[config.mk]
export PLATFORM = sky130hd
export DESIGN_NAME = rect_fill
export DESIGN_NICKNAME = d
export VERILOG_FILES = /design/src/rtl/rect_fill_pkg.sv /design/src/rtl/rect_colour_gen.sv /design/src/rtl/rect_fill.sv
export SDC_FILE = /design/constraint.sdc
export NUM_CORES = 1
export LEC_CHECK = 0
export CORE_ASPECT_RATIO = 0.7
export CORE_MARGIN = 2
export CORE_UTILIZATION = 35
export DETAILED_ROUTE_END_ITERATION = 8
export SLEW_MARGIN = 10
export SYNTH_ARGS = -nofsm -noshare
export SYNTH_HDL_FRONTEND = slang
export SYNTH_SLANG_ARGS = --single-unit
[constraint.sdc]
create_clock -name clk -period 5.1 [get_ports clk]
set_input_delay 0.765 -clock clk [delete_from_list [all_inputs] [get_ports clk]]
set_output_delay 0.765 -clock clk [all_outputs]
set_load 0.02 [all_outputs]
[src/rtl/rect_fill_pkg.sv]
// Shared types and default screen geometry for the rectangle fill engine.
// Contents: state_t (fill FSM states), mode_t (colour modes), default
// framebuffer size and coordinate/colour widths.
package rect_fill_pkg;

  localparam int unsigned DEF_SCREEN_W = 160;
  localparam int unsigned DEF_SCREEN_H = 120;
  localparam int unsigned DEF_XW       = 8;
  localparam int unsigned DEF_YW       = 7;
  localparam int unsigned DEF_CW       = 3;

  typedef enum logic [1:0] {
    IDLE,
    FILL,
    DONE
  } state_t;

  typedef enum logic [1:0] {
    M_SOLID,
    M_COL,
    M_ROW,
    M_CHECK
  } mode_t;

endpackage

[src/rtl/rect_colour_gen.sv]
// Combinational pixel colour generator for the fill engines.
// Ports:
//   mode    - colour mode (solid, column stripe, row stripe, checker)
//   x, y    - low CW bits of the absolute pixel coordinates
//   colour  - base colour of the request
//   pixel_c - resulting pixel colour (combinational)
module rect_colour_gen
  import rect_fill_pkg::*;
#(
  parameter int unsigned CW = DEF_CW
) (
  input  mode_t         mode,
  input  logic [CW-1:0] x,
  input  logic [CW-1:0] y,
  input  logic [CW-1:0] colour,
  output logic [CW-1:0] pixel_c
);

  // Stripes use the coordinate itself as colour; checker flips on odd parity.
  always_comb begin
    pixel_c = colour;
    case (mode)
      M_SOLID: pixel_c = colour;
      M_COL:   pixel_c = x;
      M_ROW:   pixel_c = y;
      M_CHECK: pixel_c = (x[0] ^ y[0]) ? ~colour : colour;
      default: pixel_c = colour;
    endcase
  end

endmodule

[src/rtl/rect_fill.sv]
// Rectangle fill engine: paints an axis-aligned w x h rectangle at (x0, y0)
// into the VGA adapter, one pixel per clock, column-major (y inner, x outer).
// Optional feature macro: RECT_FILL_CLIP_EN -- suppresses the plot strobe for
// pixels outside SCREEN_W x SCREEN_H (the cycle is still spent).
// Ports:
//   clk, rst        - clock, synchronous active-high reset
//   start           - level request, held until done
//   x0, y0, w, h    - rectangle origin and size (zero size is legal)
//   mode, colour    - colour mode and base colour
//   done            - completion flag, held until start falls
//   vga_x, vga_y, vga_colour, vga_plot - registered plot interface
module rect_fill
  import rect_fill_pkg::*;
#(
  parameter int unsigned SCREEN_W = DEF_SCREEN_W,
  parameter int unsigned SCREEN_H = DEF_SCREEN_H,
  parameter int unsigned XW       = DEF_XW,
  parameter int unsigned YW       = DEF_YW,
  parameter int unsigned CW       = DEF_CW
) (
  input  logic          clk,
  input  logic          rst,
  input  logic          start,
  input  logic [XW-1:0] x0,
  input  logic [YW-1:0] y0,
  input  logic [XW:0]   w,
  input  logic [YW:0]   h,
  input  logic [1:0]    mode,
  input  logic [CW-1:0] colour,
  output logic          done,
  output logic [XW-1:0] vga_x,
  output logic [YW-1:0] vga_y,
  output logic [CW-1:0] vga_colour,
  output logic          vga_plot
);

  state_t        state_q, state_d;
  logic [XW-1:0] x0_q, x0_d;
  logic [YW-1:0] y0_q, y0_d;
  logic [XW:0]   w_q, w_d, dx_q, dx_d;
  logic [YW:0]   h_q, h_d, dy_q, dy_d;
  mode_t         mode_q, mode_d;
  logic [CW-1:0] colour_q, colour_d;
  logic          done_d;
  logic          emit;

  logic          col_end, last_px;
  logic [XW:0]   nxt_dx;
  logic [YW:0]   nxt_dy;

  logic [XW-1:0] base_x, off_x, abs_x;
  logic [YW-1:0] base_y, off_y, abs_y;
  mode_t         pix_mode;
  logic [CW-1:0] pix_base;
  logic [CW-1:0] pix_colour;
  logic          in_bounds;
  logic          pixel_load;

  // Offset advance: dy walks down a column, dx steps at the column end.
  always_comb begin
    col_end = (dy_q == h_q - (YW+1)'(1));
    last_px = col_end && (dx_q == w_q - (XW+1)'(1));
    nxt_dx  = col_end ? dx_q + (XW+1)'(1) : dx_q;
    nxt_dy  = col_end ? '0 : dy_q + (YW+1)'(1);
  end

  // The pixel loaded this edge: from live inputs when starting, else the next offset.
  always_comb begin
    if (state_q == IDLE) begin
      base_x   = x0;
      base_y   = y0;
      off_x    = '0;
      off_y    = '0;
      pix_mode = mode_t'(mode);
      pix_base = colour;
    end else begin
      base_x   = x0_q;
      base_y   = y0_q;
      off_x    = XW'(nxt_dx);
      off_y    = YW'(nxt_dy);
      pix_mode = mode_q;
      pix_base = colour_q;
    end
  end

  assign abs_x = base_x + off_x;
  assign abs_y = base_y + off_y;

`ifdef RECT_FILL_CLIP_EN
  logic [XW+1:0] ux;
  logic [YW+1:0] uy;

  // Unwrapped coordinates for the screen bounds test.
  always_comb begin
    ux = (XW+2)'(base_x);
    uy = (YW+2)'(base_y);
    if (state_q != IDLE) begin
      ux = ux + (XW+2)'(nxt_dx);
      uy = uy + (YW+2)'(nxt_dy);
    end
  end

  assign in_bounds = (ux < (XW+2)'(SCREEN_W)) && (uy < (YW+2)'(SCREEN_H));
`else
  // No bounds test; only a degenerate zero-sized screen suppresses plotting.
  assign in_bounds = (SCREEN_W != 0) && (SCREEN_H != 0);
`endif

  rect_colour_gen #(
    .CW(CW)
  ) u_colour (
    .mode    (pix_mode),
    .x       (CW'(abs_x)),
    .y       (CW'(abs_y)),
    .colour  (pix_base),
    .pixel_c (pix_colour)
  );

  // Next-state and request bookkeeping.
  always_comb begin
    state_d  = state_q;
    x0_d     = x0_q;
    y0_d     = y0_q;
    w_d      = w_q;
    h_d      = h_q;
    mode_d   = mode_q;
    colour_d = colour_q;
    dx_d     = dx_q;
    dy_d     = dy_q;
    done_d   = done;
    emit     = 1'b0;
    case (state_q)
      IDLE: begin
        done_d = 1'b0;
        if (start) begin
          x0_d     = x0;
          y0_d     = y0;
          w_d      = w;
          h_d      = h;
          mode_d   = mode_t'(mode);
          colour_d = colour;
          dx_d     = '0;
          dy_d     = '0;
          if (w == '0 || h == '0) begin
            state_d = DONE;
            done_d  = 1'b1;
          end else begin
            state_d = FILL;
            emit    = 1'b1;
          end
        end
      end
      FILL: begin
        if (last_px) begin
          state_d = DONE;
          done_d  = 1'b1;
        end else begin
          dx_d = nxt_dx;
          dy_d = nxt_dy;
          emit = 1'b1;
        end
      end
      DONE: begin
        if (!start) begin
          state_d = IDLE;
          done_d  = 1'b0;
        end
      end
      default: state_d = IDLE;
    endcase
  end

  assign pixel_load = emit && in_bounds;

  // Plot outputs only load on a visible pixel so they hold otherwise.
  always_ff @(posedge clk) begin
    if (rst) begin
      state_q    <= IDLE;
      x0_q       <= '0;
      y0_q       <= '0;
      w_q        <= '0;
      h_q        <= '0;
      mode_q     <= M_SOLID;
      colour_q   <= '0;
      dx_q       <= '0;
      dy_q       <= '0;
      done       <= 1'b0;
      vga_plot   <= 1'b0;
      vga_x      <= '0;
      vga_y      <= '0;
      vga_colour <= '0;
    end else begin
      state_q  <= state_d;
      x0_q     <= x0_d;
      y0_q     <= y0_d;
      w_q      <= w_d;
      h_q      <= h_d;
      mode_q   <= mode_d;
      colour_q <= colour_d;
      dx_q     <= dx_d;
      dy_q     <= dy_d;
      done     <= done_d;
      vga_plot <= pixel_load;
      if (pixel_load) begin
        vga_x      <= abs_x;
        vga_y      <= abs_y;
        vga_colour <= pix_colour;
      end
    end
  end

endmodule

==> impl_metrics.yaml <==
grt:
  grt_remaining_overflow: 0
  grt_usage_pct: 20.2
  grt_pass1_vias: 4646
  grt_max_degree: 36
  grt_pass1_wl_um: 23300
  antenna_found_initial: 0
clocking:
  postCtsHoldBufs: 0
  cts.sink_count: 76
  clk_pin_slew_ps: 60
  cts_root_buf: "clkbuf_16"
  tritoncts: "yes"
  clockBufferDepth: 2
  post_cts_resize_count: 0
  numCtsBuffers: 9
  htreeDepth: 3
  postCtsSetupRepairBufs: 0
  worstSkewPairLatency_ps: 340
run:
  drv_cap: 0
drt:
  dr.pass1.iters: 5
  wire_per_inst_um: 16.4
  remaining_drc_errors: 0
  wirelength_um: 14100
  ant_nets: 0
  dr_total_vias: 4736
  drt_iter0_drc: 271
  vias_per_cell: 5.51
synthesis:
  synth.most_common_cell: "nand2_1"
  synth-seq-cells: 76
  synth-edff-count: 0
  synth_area_leader_cell: "dfxtp_1"
  synthDistinctLibCells: 64
  yosys.area.top_type_share_pct: 31.4
  synthArstFlopShare_pct: 0
  synth_warnings: 0
  syn_area_um2: 4850
  syn_nets: 692
  netlist_instances: 630
  syn_area_per_cell_um2: 7.70
  synthFlopType: "dfxtp_1"
  ys_top_cells_by_count: "nand2_1, a21oi_1, dfxtp_1"
  synth_area_leaders: "dfxtp_1, a21oi_1, nand2_1"
  seq_area_frac_synth_pct: 31.4
setup_path:
  cp.required_ps: 5320
  critPathKind: "flop to flop"
  slowest_stage: "or4_4"
  critical-path-max-stage-delay_ps: 570
  path_cells: "or4_4 > or4_1 > o311a_2 > a211o_4 > nand2_1 > nor2_1 > ha_1 > fa_1 > a21oi_1 > o211ai_1 > a21oi_1 > nor3_1 > a221o_1 > nor3_1 > o22ai_1"
  critPathLaunchType: "flop"
  cp.arrival_ps: 4710
  cp-end-kind: "flop"
  critPathBufInv: 0
  critPathTopFamily: "compound AO/OA/AOI/OAI gates"
  path_max_fanout: 9
power:
  p_sw_mw: 0.875
  peakVddDrop_v: 0.000179
  p_comb_share_pct: 38.3
  p_seq_share_pct: 30.5
  p_per_area_nw_per_um2: 410
  p_total_mw: 2.43
  p_leak_nw: 2.25
  power.share.clock_pct: 31.1
  p_sw_share_pct: 36.0
  p_int_mw: 1.55
place:
  place_ws_ps: 671
  place_congestion: 0.866
  io_buffers: 59
  dp.cells: 843
  dp_hpwl_um: 10300
sta:
  clock_skew_ps: 5.41
  worst_pin_slew_ps: 998
  drv_slew: 0
  grt_setup_unrepaired: "no"
  fmax_ghz: 0.223
  min_period_ps: 4480
  setup_slack_ps: 617
  hold_viol_final: 0
  setup_viol: 0
  final.setup.tns_ps: 0
  post-route-period-util_pct: 87.9
  slew_headroom_pct: 32.8
floorplanning:
  core-area_um2: 13400
  io_pins: 60
  die_w_um: 145
  die_y_um: 102
  die_area_um2: 14800
  num_rows: 35
  start_util_pct: 36.3
cells_and_area:
  layout-drive-gt1-share_pct: 8.46
  nFillCells: 1342
  stdcell_count: 859
  nets: 731
  diodes: 0
  syn_to_final_growth_pct: 22.2
status:
  outcome: "completed"
hold_path:
  hp-class: "flop to flop"
[placed cells by master (no fill, tap or decap), drive strengths merged, types with 4 or more instances in the layout]
cell / instances
or2: 4
clkdlybuf4s50: 58
nor3: 21
or3: 5
nor4: 11
a211o: 4
a31oi: 5
a221o: 6
a311oi: 5
xor2: 11
and3: 12
ha: 20
nand2b: 6
nand3: 25
nor2: 36
clkbuf: 10
mux2i: 7
a21oi: 79
buf: 9
dfxtp: 76
o211ai: 7
o21ai: 29
nand2: 102
xnor2: 26
a21o: 5
mux2: 14
inv: 19
and2: 6
a211oi: 7
[power by group through the flow]
| stage | registers, mW | logic [mW] | clock network, mW |
|---|---|---|---|
| floorplan | 0.782 | 0.592 | 0 |
| global placement | 0.749 | 0.897 | 0 |
| detailed placement | 0.752 | 0.923 | 0 |
| CTS | 0.741 | 0.930 | 0.767 |
| global route | 0.753 | 1.03 | 0.795 |
| finish | 0.742 | 0.932 | 0.756 |
[metal layers]
metal / global-route usage, % / routed length (µm)
met4: 5.60 / 151
met1: 27.7 / 6930
met3: 4.17 / 755
met2: 32.4 / 6260
met5: 0 / 0
[flip-flops by register name, summed over array words and instances (netlist names)]
signal / flops
colour_q: 3
done: 1
w_q: 9
dy_q: 8
y0_q: 7
mode_q: 2
h_q: 8
vga_plot: 1
dx_q: 9
vga_y: 7
x0_q: 8
vga_colour: 3
vga_x: 8
state_q: 2
[cell type report]
cell class	instances	area, µm²	area share (%)
multi-input combinational	496	3100	52.4
timing repair buffer	67	646	10.9
clock inverter	6	111	1.88
inverter	19	71.3	1.20
sequential	76	1520	25.7
tap	185	231	3.91
clock buffer	10	239	4.03
[cells by family (layout without fill, tap and decap cells)]
family	count (synthesis)	in the layout	synth area share (%)
fa+ha+maj	22	22	5.99
buf+inv	58	102	4.62
flops	76	76	31.4
xor+xnor	38	38	7.15
mux	21	21	4.70
simple gates	249	249	24.9
compound gates	166	166	21.3
[worst reg2reg max path: stages, from the launching register on]
cell      delay [ps]
dfxtp_1          350
or4_4            570
or4_1            510
o311a_2          160
a211o_4          410
nand2_1          160
nor2_1            60
ha_1             210
fa_1             410
a21oi_1          200
o211ai_1         120
a21oi_1          490
nor3_1           100
a221o_1          310
nor3_1           180
o22ai_1          100
[worst paths after layout]
kind                             from                  endpoint  slack (ps)  depth (start not counted)
max               h_q[0]$_SDFFE_PP0P_     vga_y[6]$_SDFFE_PP0P_         620                         15
min          colour_q[1]$_SDFFE_PP0P_  colour_q[1]$_SDFFE_PP0P_         450                          2
max reg2reg       h_q[0]$_SDFFE_PP0P_     vga_y[6]$_SDFFE_PP0P_         620                         15
min reg2reg  colour_q[1]$_SDFFE_PP0P_  colour_q[1]$_SDFFE_PP0P_         450                          2
[stage by stage]
step                      hold WS (ps)  util [%]  instance area [µm²]
final                              453      44.4                 5920
after global routing               479      44.4                 5920
after CTS                          456      44.4                 5920
after detailed placement           448      41.7                 5570
after global placement             439      41.7                 5570
after floorplan                    434         -                 4850
Note: power is estimated with default switching activity, not from simulation.
